===== src/rtl/i2s_pkg.sv =====
// Shared I2S definitions used by the receive, transmit and controller blocks.
package i2s_pkg;

  localparam int I2S_DATA_WIDTH = 32;

  localparam logic WS_LEFT  = 1'b0;
  localparam logic WS_RIGHT = 1'b1;

  // Receiver framing: hunting for the first ws boundary, or locked to it.
  typedef enum logic {
    SYNC_HUNT   = 1'b0,
    SYNC_LOCKED = 1'b1
  } sync_state_e;

endpackage


===== src/rtl/i2s_receive_if.sv =====
// AXI4-Stream bundle carrying received I2S channel words.
interface i2s_receive_if
  import i2s_pkg::*;
#(
  parameter int DATA_WIDTH = I2S_DATA_WIDTH
);

  logic [DATA_WIDTH-1:0] M_AXIS_TDATA;
  logic                  M_AXIS_TLAST;
  logic                  M_AXIS_TVALID;
  logic                  M_AXIS_TREADY;

  modport master (
    output M_AXIS_TDATA,
    output M_AXIS_TLAST,
    output M_AXIS_TVALID,
    input  M_AXIS_TREADY
  );

  modport slave (
    input  M_AXIS_TDATA,
    input  M_AXIS_TLAST,
    input  M_AXIS_TVALID,
    output M_AXIS_TREADY
  );

endinterface


===== src/rtl/axis_sync_fifo.sv =====
// Single-clock FIFO: plain push/full on the write side, AXI-Stream style pop on the read side.
module axis_sync_fifo #(
  parameter int WIDTH = 33,
  parameter int DEPTH = 4
) (
  input  logic             clk,
  input  logic             rst_n,
  input  logic             push,
  input  logic [WIDTH-1:0] push_data,
  output logic             full,
  output logic [WIDTH-1:0] m_data,
  output logic             m_valid,
  input  logic             m_ready
);

  localparam int AW = $clog2(DEPTH);
  localparam logic [AW:0] PTR_ONE = (AW + 1)'(1);

  logic [WIDTH-1:0] mem [DEPTH];
  logic [AW:0]      wr_ptr;
  logic [AW:0]      rd_ptr;
  logic             pop;
  logic             wr_en;

  // Pointers carry one wrap bit so full and empty are distinguishable.
  assign m_valid = (wr_ptr != rd_ptr);
  assign full    = (wr_ptr[AW] != rd_ptr[AW]) && (wr_ptr[AW-1:0] == rd_ptr[AW-1:0]);
  assign pop     = m_valid & m_ready;
  assign wr_en   = push & (~full | pop);

  // NOTE: storage is not reset; m_valid gates m_data, so stale entries are never visible.
  always_ff @(posedge clk) begin
    if (wr_en) begin
      mem[wr_ptr[AW-1:0]] <= push_data;
    end
  end

  always_ff @(posedge clk or negedge rst_n) begin
    if (!rst_n) begin
      wr_ptr <= '0;
      rd_ptr <= '0;
    end else begin
      if (wr_en) wr_ptr <= wr_ptr + PTR_ONE;
      if (pop)   rd_ptr <= rd_ptr + PTR_ONE;
    end
  end

  assign m_data = m_valid ? mem[rd_ptr[AW-1:0]] : '0;

endmodule


===== src/rtl/i2s_receive.sv =====
// I2S slave receiver: frames the sd bit stream on sck rises and queues each
// complete channel word onto an AXI4-Stream master (TLAST = right channel).
module i2s_receive
  import i2s_pkg::*;
#(
  parameter int DATA_WIDTH = I2S_DATA_WIDTH,
  parameter int FIFO_DEPTH = 4
) (
  input  logic          M_AXIS_ACLK,
  input  logic          M_AXIS_ARESETN,
  input  logic          sck,
  input  logic          ws,
  input  logic          sd,
  i2s_receive_if.master m_axis,
  output logic          overflow,
  output logic          frame_err
);

  localparam int CW = $clog2(DATA_WIDTH + 1);
  localparam logic [CW-1:0] LSB_COUNT = CW'(DATA_WIDTH - 1);
  localparam logic [CW-1:0] SAT_COUNT = CW'(DATA_WIDTH);
  localparam logic [CW-1:0] CNT_ONE   = CW'(1);

  logic [1:0]            rst_sync;
  logic                  rst_n;
  logic                  sck_q;
  logic                  ws_prev;
  logic                  rise;
  logic                  boundary;
  logic [DATA_WIDTH-2:0] shreg;
  logic [CW-1:0]         bitcnt;
  sync_state_e           sync_q;
  sync_state_e           sync_d;
  logic                  push;
  logic                  bad_word;
  logic                  pop;
  logic                  fifo_full;
  logic [DATA_WIDTH:0]   push_word;
  logic [DATA_WIDTH:0]   fifo_word;

  // NOTE: reset asserts asynchronously but releases through two flops, so all state leaves reset on one edge.
  always_ff @(posedge M_AXIS_ACLK or negedge M_AXIS_ARESETN) begin
    if (!M_AXIS_ARESETN) rst_sync <= '0;
    else                 rst_sync <= {rst_sync[0], 1'b1};
  end
  assign rst_n = rst_sync[1];

  assign rise     = sck & ~sck_q;
  assign boundary = rise & (ws != ws_prev);
  // The bit sampled at a boundary is the LSB of the word that just ended.
  assign push_word = {ws_prev, shreg, sd};

  always_ff @(posedge M_AXIS_ACLK or negedge rst_n) begin
    if (!rst_n) begin
      sck_q   <= 1'b0;
      ws_prev <= WS_LEFT;
      shreg   <= '0;
      bitcnt  <= '0;
    end else begin
      sck_q <= sck;
      if (rise) begin
        ws_prev <= ws;
        shreg   <= {shreg[DATA_WIDTH-3:0], sd};
        if (boundary)                  bitcnt <= '0;
        else if (bitcnt != SAT_COUNT)  bitcnt <= bitcnt + CNT_ONE;
      end
    end
  end

  always_ff @(posedge M_AXIS_ACLK or negedge rst_n) begin
    if (!rst_n) sync_q <= SYNC_HUNT;
    else        sync_q <= sync_d;
  end

  // NOTE: every output of this block gets a default first, so no latch can be inferred.
  always_comb begin
    sync_d   = sync_q;
    push     = 1'b0;
    bad_word = 1'b0;
    if (boundary) begin
      case (sync_q)
        SYNC_HUNT:   sync_d = SYNC_LOCKED;
        SYNC_LOCKED: begin
          if (bitcnt == LSB_COUNT) push     = 1'b1;
          else                     bad_word = 1'b1;
        end
        default:     sync_d = SYNC_HUNT;
      endcase
    end
  end

  assign pop = m_axis.M_AXIS_TVALID & m_axis.M_AXIS_TREADY;

  always_ff @(posedge M_AXIS_ACLK or negedge rst_n) begin
    if (!rst_n) begin
      overflow  <= 1'b0;
      frame_err <= 1'b0;
    end else begin
      if (push && fifo_full && !pop) overflow  <= 1'b1;
      if (bad_word)                  frame_err <= 1'b1;
    end
  end

  axis_sync_fifo #(
    .WIDTH (DATA_WIDTH + 1),
    .DEPTH (FIFO_DEPTH)
  ) u_fifo (
    .clk       (M_AXIS_ACLK),
    .rst_n     (rst_n),
    .push      (push),
    .push_data (push_word),
    .full      (fifo_full),
    .m_data    (fifo_word),
    .m_valid   (m_axis.M_AXIS_TVALID),
    .m_ready   (m_axis.M_AXIS_TREADY)
  );

  assign m_axis.M_AXIS_TDATA = fifo_word[DATA_WIDTH-1:0];
  assign m_axis.M_AXIS_TLAST = fifo_word[DATA_WIDTH];

endmodule


===== src/flat_wrapper.sv =====
// flat-port wrapper written by rule: the top's interface ports become plain ports
module i2s_receive_flat import i2s_pkg::*;
#(
  parameter int DATA_WIDTH = I2S_DATA_WIDTH,
  parameter int FIFO_DEPTH = 4
)
  (M_AXIS_ACLK, M_AXIS_ARESETN, sck, ws, sd, overflow, frame_err, m_axis_M_AXIS_TDATA, m_axis_M_AXIS_TLAST, m_axis_M_AXIS_TVALID, m_axis_M_AXIS_TREADY);
  i2s_receive_if #(.DATA_WIDTH(DATA_WIDTH)) m_axis_i ();
  input  logic M_AXIS_ACLK;
  input  logic M_AXIS_ARESETN;
  input  logic sck;
  input  logic ws;
  input  logic sd;
  output logic overflow;
  output logic frame_err;
  output wire logic [$bits(m_axis_i.M_AXIS_TDATA)-1:0] m_axis_M_AXIS_TDATA;
  output wire logic [$bits(m_axis_i.M_AXIS_TLAST)-1:0] m_axis_M_AXIS_TLAST;
  output wire logic [$bits(m_axis_i.M_AXIS_TVALID)-1:0] m_axis_M_AXIS_TVALID;
  input wire logic [$bits(m_axis_i.M_AXIS_TREADY)-1:0] m_axis_M_AXIS_TREADY;
  assign m_axis_M_AXIS_TDATA = m_axis_i.M_AXIS_TDATA;
  assign m_axis_M_AXIS_TLAST = m_axis_i.M_AXIS_TLAST;
  assign m_axis_M_AXIS_TVALID = m_axis_i.M_AXIS_TVALID;
  assign m_axis_i.M_AXIS_TREADY = m_axis_M_AXIS_TREADY;
  i2s_receive #(.DATA_WIDTH(DATA_WIDTH), .FIFO_DEPTH(FIFO_DEPTH)) u_core (.M_AXIS_ACLK(M_AXIS_ACLK), .M_AXIS_ARESETN(M_AXIS_ARESETN), .sck(sck), .ws(ws), .sd(sd), .m_axis(m_axis_i), .overflow(overflow), .frame_err(frame_err));
endmodule

===== config.mk =====
export PLATFORM = sky130hd
export DESIGN_NAME = i2s_receive_flat
export DESIGN_NICKNAME = d
export VERILOG_FILES = /design/src/rtl/i2s_pkg.sv /design/src/rtl/i2s_receive_if.sv /design/src/rtl/axis_sync_fifo.sv /design/src/rtl/i2s_receive.sv /design/src/flat_wrapper.sv
export SDC_FILE = /design/constraint.sdc
export NUM_CORES = 1
export LEC_CHECK = 0
export CAP_MARGIN = 20
export CELL_PAD_IN_SITES_DETAIL_PLACEMENT = 0
export CELL_PAD_IN_SITES_GLOBAL_PLACEMENT = 1
export CORE_MARGIN = 2
export CORE_UTILIZATION = 35
export CTS_BUF_LIST = sky130_fd_sc_hd__clkbuf_2 sky130_fd_sc_hd__clkbuf_4 sky130_fd_sc_hd__clkbuf_8
export CTS_CLUSTER_SIZE = 14
export DETAILED_ROUTE_END_ITERATION = 6
export PLACE_DENSITY_LB_ADDON = 0.2
export SLEW_MARGIN = 20
export SYNTH_ARGS = -nofsm -noshare
export SYNTH_HDL_FRONTEND = slang
export SYNTH_SLANG_ARGS = --single-unit

===== constraint.sdc =====
create_clock -name M_AXIS_ACLK -period 2 [get_ports M_AXIS_ACLK]
set_input_delay 0.2 -clock M_AXIS_ACLK [delete_from_list [all_inputs] [get_ports M_AXIS_ACLK]]
set_output_delay 0.2 -clock M_AXIS_ACLK [all_outputs]
set_load 0.02 [all_outputs]

== Yosys cells after proc, flatten, opt, wreduce, memory -nomap -nowiden ==
Memory sizes are Yosys's and may differ from the RTL's.
Cells that the tools add are included.
W data, S select, Z words.
Cells by class
  $add $sub $neg: 3
  equality and inequality tests: 6
  multiplexer cells: 11
  bitwise operators: 7
  reductions and logical operators: 6
Operators by type and width (count)
  $mux W33: 1
  $mux W6: 2
  $mux W1: 8
  $add A3 B1 Y3 const B: 2
  $add A6 B1 Y6 const B: 1
  $eq A6 B5 Y1 const B: 1
  $ne A6 B6 Y1 const B: 1
  $and A1 B1 Y1: 4
  $logic_and A1 B1 Y1: 3
  $ne A3 B3 Y1: 1
  $eq A2 B2 Y1: 1
  $ne A1 B1 Y1: 2
  $not A1 Y1: 2
  $reduce_and A2 Y1: 1
  $reduce_bool A2 Y1: 1
  $logic_not A1 Y1: 1
  $or A1 B1 Y1: 1
Word-level totals
  register bits after elaboration: 50
  RAM bits: 132
  memories: 1
Memories
  u_core.u_fifo.mem: depth 4, bits a word 33, read ports 1, clocked after memory_dff 0, wr ports 1, RTL line axis_sync_fifo.sv:19  | logic [WIDTH-1:0] mem [DEPTH];

== Logic depth before layout (Yosys ltp) ==
  depth in word-level cells: 7
  mapped depth: 6
  mapped depth without buffers: 5

== By module ==
From an unflattened synthesis, not the netlist that was laid out.
Second synthesis, totals
  cells, all modules: 434
  area total of the unflattened synthesis: 7203.2 µm²
Modules (own cells, without submodules)
  axis_sync_fifo: instances 1, cells an instance 245, area an instance 5417.7 µm², seq. area each 4113.9 µm²
  i2s_receive: instances 1, cells an instance 189, area an instance 1785.5 µm², seq. area each 1101.1 µm²

== Worst setup path before layout ==
No wires, ideal clock.
  path type: register to register
  start: register u_core.bitcnt[0]
  end: memory u_core.u_fifo.mem[3][0] (enable)
  setup time: 0.393 ns
  arrival time: 1.981 ns
  setup slack: -0.374 ns
  cell stages (with the launch flop): 7
  path buffers: 1
  clock period less this slack: 2.374 ns
  cell sequence: dfrtp_1 -> ha_1 -> nand4_1 -> nor2_1 -> and4_4 -> buf_6 -> and2_1
Between the ends
  longest elaborated chain between the ends: 7
RTL lines
  start, declared: RTL line i2s_receive.sv:31  | logic [CW-1:0] bitcnt;
  start signal, assigned: RTL line i2s_receive.sv:65  | else if (bitcnt != SAT_COUNT) bitcnt <= bitcnt + CNT_ONE;
  $eq A6 B5 Y1: RTL line i2s_receive.sv:84  | if (bitcnt == LSB_COUNT) push = 1'b1;
  $mux W1: RTL line i2s_receive.sv:84
  $mux W1: RTL line i2s_receive.sv:81  | case (sync_q)
  $mux W1: RTL line i2s_receive.sv:80  | if (boundary) begin
  $and A1 B1 Y1: RTL line axis_sync_fifo.sv:29  | assign wr_en = push & (~full | pop);
  $mux W1: RTL line axis_sync_fifo.sv:33  | if (wr_en) begin
  $mux W1 (implied by the code): RTL line axis_sync_fifo.sv:34  | mem[wr_ptr[AW-1:0]] <= push_data;
  end, declared: RTL line axis_sync_fifo.sv:19
Every way passes these cells.

== Worst setup path after layout ==
  start: register u_core.u_fifo.rd_ptr[0]
  end: output port m_axis_M_AXIS_TDATA[30]
Between the ends
  longest elaborated chain between the ends: 2
  elaborated cells on any way between the ends: 3
  classes of those cells: eq/ne (1); mux (1); memory (1)
RTL lines
  start, declared: RTL line axis_sync_fifo.sv:21  | logic [AW:0] rd_ptr;
  start signal, assigned: RTL line axis_sync_fifo.sv:44  | if (pop) rd_ptr <= rd_ptr + PTR_ONE;
  $mem_v2 Z4 W33 / $ne A3 B3 Y1 (equally long branches)
  $mux W33 *: RTL line axis_sync_fifo.sv:48  | assign m_data = m_valid ? mem[rd_ptr[AW-1:0]] : '0;
  end, declared: RTL line flat_wrapper.sv:16  | output wire logic [$bits(m_axis_i.M_AXIS_TDATA)-1:0] m_axis_M_AXIS_TDATA;
Every way passes the cells marked *; elsewhere a longest branch is shown, timed or not.

==> impl_metrics.ini <==
[cts]
cts_tree = done
cts.sinks = 182
clk_latency_ns = 0.45
cts-root-buf = clkbuf_8
clock_path_buffers = 2
path_clk_slew_ns = 0.10
cts_buffers = 17
htree_levels = 4

[synth]
synth_warnings = 0
synth.distinct_cells = 36
syn_area_per_cell_sq_um = 19.6
syn-num-nets = 375
syn_area_sq_um = 7100
ys_seq_elements = 182
synthCells = 362
yosysSeqAreaShare_pct = 73.5

[sta]
finalMaxSlewViolations = 0
finClkSkew_ns = 0.0146
setup_viol = 39
finalHoldViolCount = 0
timing.final.crit_share_pct = 109
fmax_ghz = 0.458
tns_ns = -4.88
rsz0062_at_grt = yes
worst_slack_ns = -0.181
period_minus_slack_ns = 2.18

[floorplanning]
io_pins = 42
die_h_um = 146
die-area_sq_um = 21400
row_count = 52
initial_core_util_pct = 35.4
die_w_um = 146
core_sq_um = 20000

[placed_design]
io_buffers = 41
dpl.hpwl_um = 8360
finalWeightedCongestion = 0.692
pre_cts_ws_ns = -0.106
dpl_cell_area_sq_um = 8160

[global_route]
grt_max_degree = 28
grt_pass1_vias = 3785
antenna_found_initial = 0
track_usage_pct = 13.9
grt_overflow = 0
grt_first_pass_wirelength_um = 22100

[cells_and_area]
antenna_cells = 0
final_area_sq_um = 9040
mostFrequentLayoutCell = edfxtp_1
nNetsFinal = 475
layout-drive-gt1-share_pct = 47.8
most-common-layout-cells = edfxtp_1, dfrtp_1, buf_6
synthToLayoutAreaGrowth_pct = 27.3

[detailed_routing]
via_per_inst = 4.73
wl_per_cell_um = 19.3
firstDrtPassIters = 4
drt_iter0_drc = 188
vias = 3524
wl_um = 14400
route.detailed.drc = 0
drt.antenna.violating_nets = 0

[outcome]
outcome = finished with violations
violations = setup timing

[power]
finalPower_mw = 11.3
worst_ir_drop_vdd_mv = 0.642
p_leak_nw = 3.34
power.density_nw_per_um2 = 1250

[worst_hold_path]
hp-class = reg -> async

[setup_path]
slowest_delay_ns = 0.51
crit_arrival_ns = 1.98
critPathLaunchType = flip-flop
crit_type = reg -> out
path_cells = buf_6, buf_8, mux4_2, and2_4, buf_6
cpMaxStageDelayCell = mux4_2
crit_top_cell = buf_6
critPathMaxFanout = 6
crit_required_ns = 1.80
setup.worst_path.end_class = output pin

[run]
maxCapViolCount = 0
==> registers in the layout, indices dropped and copies added (netlist names) <==
signal	count
u_core.u_fifo.rd_ptr	3
u_core.bitcnt	6
u_core.u_fifo.mem	132
u_core.rst_sync	2
u_core.u_fifo.wr_ptr	3
u_core.sync_q	1
u_core.overflow	1
u_core.ws_prev	1
u_core.frame_err	1
u_core.sck_q	1
u_core.shreg	31
==> layer usage <==
metal  global-route usage (%)  up-vias  part of all wire [%]
met4                     3.93        0                  0.69
met2                     22.9       65                    50
met3                     3.28        8                   3.3
met5                        0        -                     0
li1                         -     1596                     -
met1                     18.7     1855                    46
==> report_power, final <==
part           internal [mW]  total [mW]  switching, mW
sequential              4.41        4.73          0.319
combinational           2.43        4.15           1.72
clock                   1.10        2.38           1.28
==> stage by stage <==
stage / cells / utilization (%) / hold WS (ns)
2_1_floorplan: 362 / - / -0.0956
3_3_place_gp: 689 / 40.7 / 0.192
3_5_place_dp: 689 / 40.7 / 0.202
4_1_cts: 741 / 44.3 / 0.215
5_1_grt: 745 / 45.1 / 0.238
6_report: 745 / 45.1 / 0.204
==> logic make-up (layout without fill, tap and decap cells) <==
logic type               count (synthesis)  after routing  synth area share [%]
flip-flops                             182            182                  73.5
AND/OR/NAND/NOR                         67             67                  5.68
buffers and inverters                   21            134                  1.50
AO/OA/AOI/OAI                            6              6                 0.564
multiplexers                            67             67                  15.9
adder cells (fa/ha/maj)                  7              7                  1.23
other                                    1              1                0.0528
XOR/XNOR                                11             11                  1.57
==> final cells by class <==
cell class / count / area (sq um)
Multi-Input combinational cell: 159 / 1880
Tap cell: 270 / 338
Clock inverter: 11 / 97.6
Timing Repair Buffer: 97 / 1210
Fill cell: 1801 / 11000
Inverter: 5 / 18.8
Clock buffer: 21 / 283
Sequential cell: 182 / 5220
==> cells in the mapped netlist, drive strengths merged <==
library cell  count  area, sq um
a21oi             1         5.00
a41o              1         10.0
and2             37          231
and3              1         6.26
and4              1         11.3
buf              10         65.1
clkbuf            6         22.5
conb              1         3.75
dfrtp            50         1250
edfxtp          132         3960
ha                7         87.6
inv               5         18.8
mux2             34          387
mux4             33          743
nand2             7         26.3
nand2b            1         6.26
nand3             4         20.0
nand3b            1         7.51
nand4             4         25.0
nand4b            1         8.76
nor2              5         26.3
nor2b             1         6.26
nor3              1         5.00
nor3b             1         7.51
o21ai             2         10.0
o21bai            2         15.0
or2               1         6.26
or3b              1         8.76
xnor2             7         76.3
xor2              4         35.0
==> worst paths after layout <==
path                            slack (ns)                                   to                                 from  cells after the start
worst min-delay path                  0.20         u_core.shreg[26]$_DFFE_PN0P_         u_core.rst_sync[1]$_DFF_PN0_                      0
min in group M_AXIS_ACLK              0.35               u_core.sck_q$_DFF_PN0_                                  sck                      2
worst max-delay path                 -0.18              m_axis_M_AXIS_TDATA[30]  u_core.u_fifo.rd_ptr[0]$_DFFE_PN0P_                      5
worst max register to register       -0.01    u_core.u_fifo.mem[2][3]$_DFFE_PP_  u_core.u_fifo.rd_ptr[0]$_DFFE_PN0P_                      7
worst min register to register        0.20         u_core.shreg[26]$_DFFE_PN0P_         u_core.rst_sync[1]$_DFF_PN0_                      0
max in group asynchronous             1.24  u_core.u_fifo.rd_ptr[0]$_DFFE_PN0P_         u_core.rst_sync[1]$_DFF_PN0_                      1
==> worst max-delay path: cells and delay by family (launching register included) <==
kind / cells / cell delay [ns]
buffers and inverters: 3 / 0.39
muxes: 1 / 0.51
DFF: 1 / 0.46
and+or+nand+nor: 1 / 0.17
==> timing repair <==
action,4_1_cts,5_1_grt
pin swaps,20,15
setup buffers,14,3
hold buffers,1,0
endpoints found under the hold margin,2,0
endpoints found under the setup margin,34,103
gates resized for setup,223,38
cloned,6,7
No activity file was read; power rests on OpenSTA's default activity.
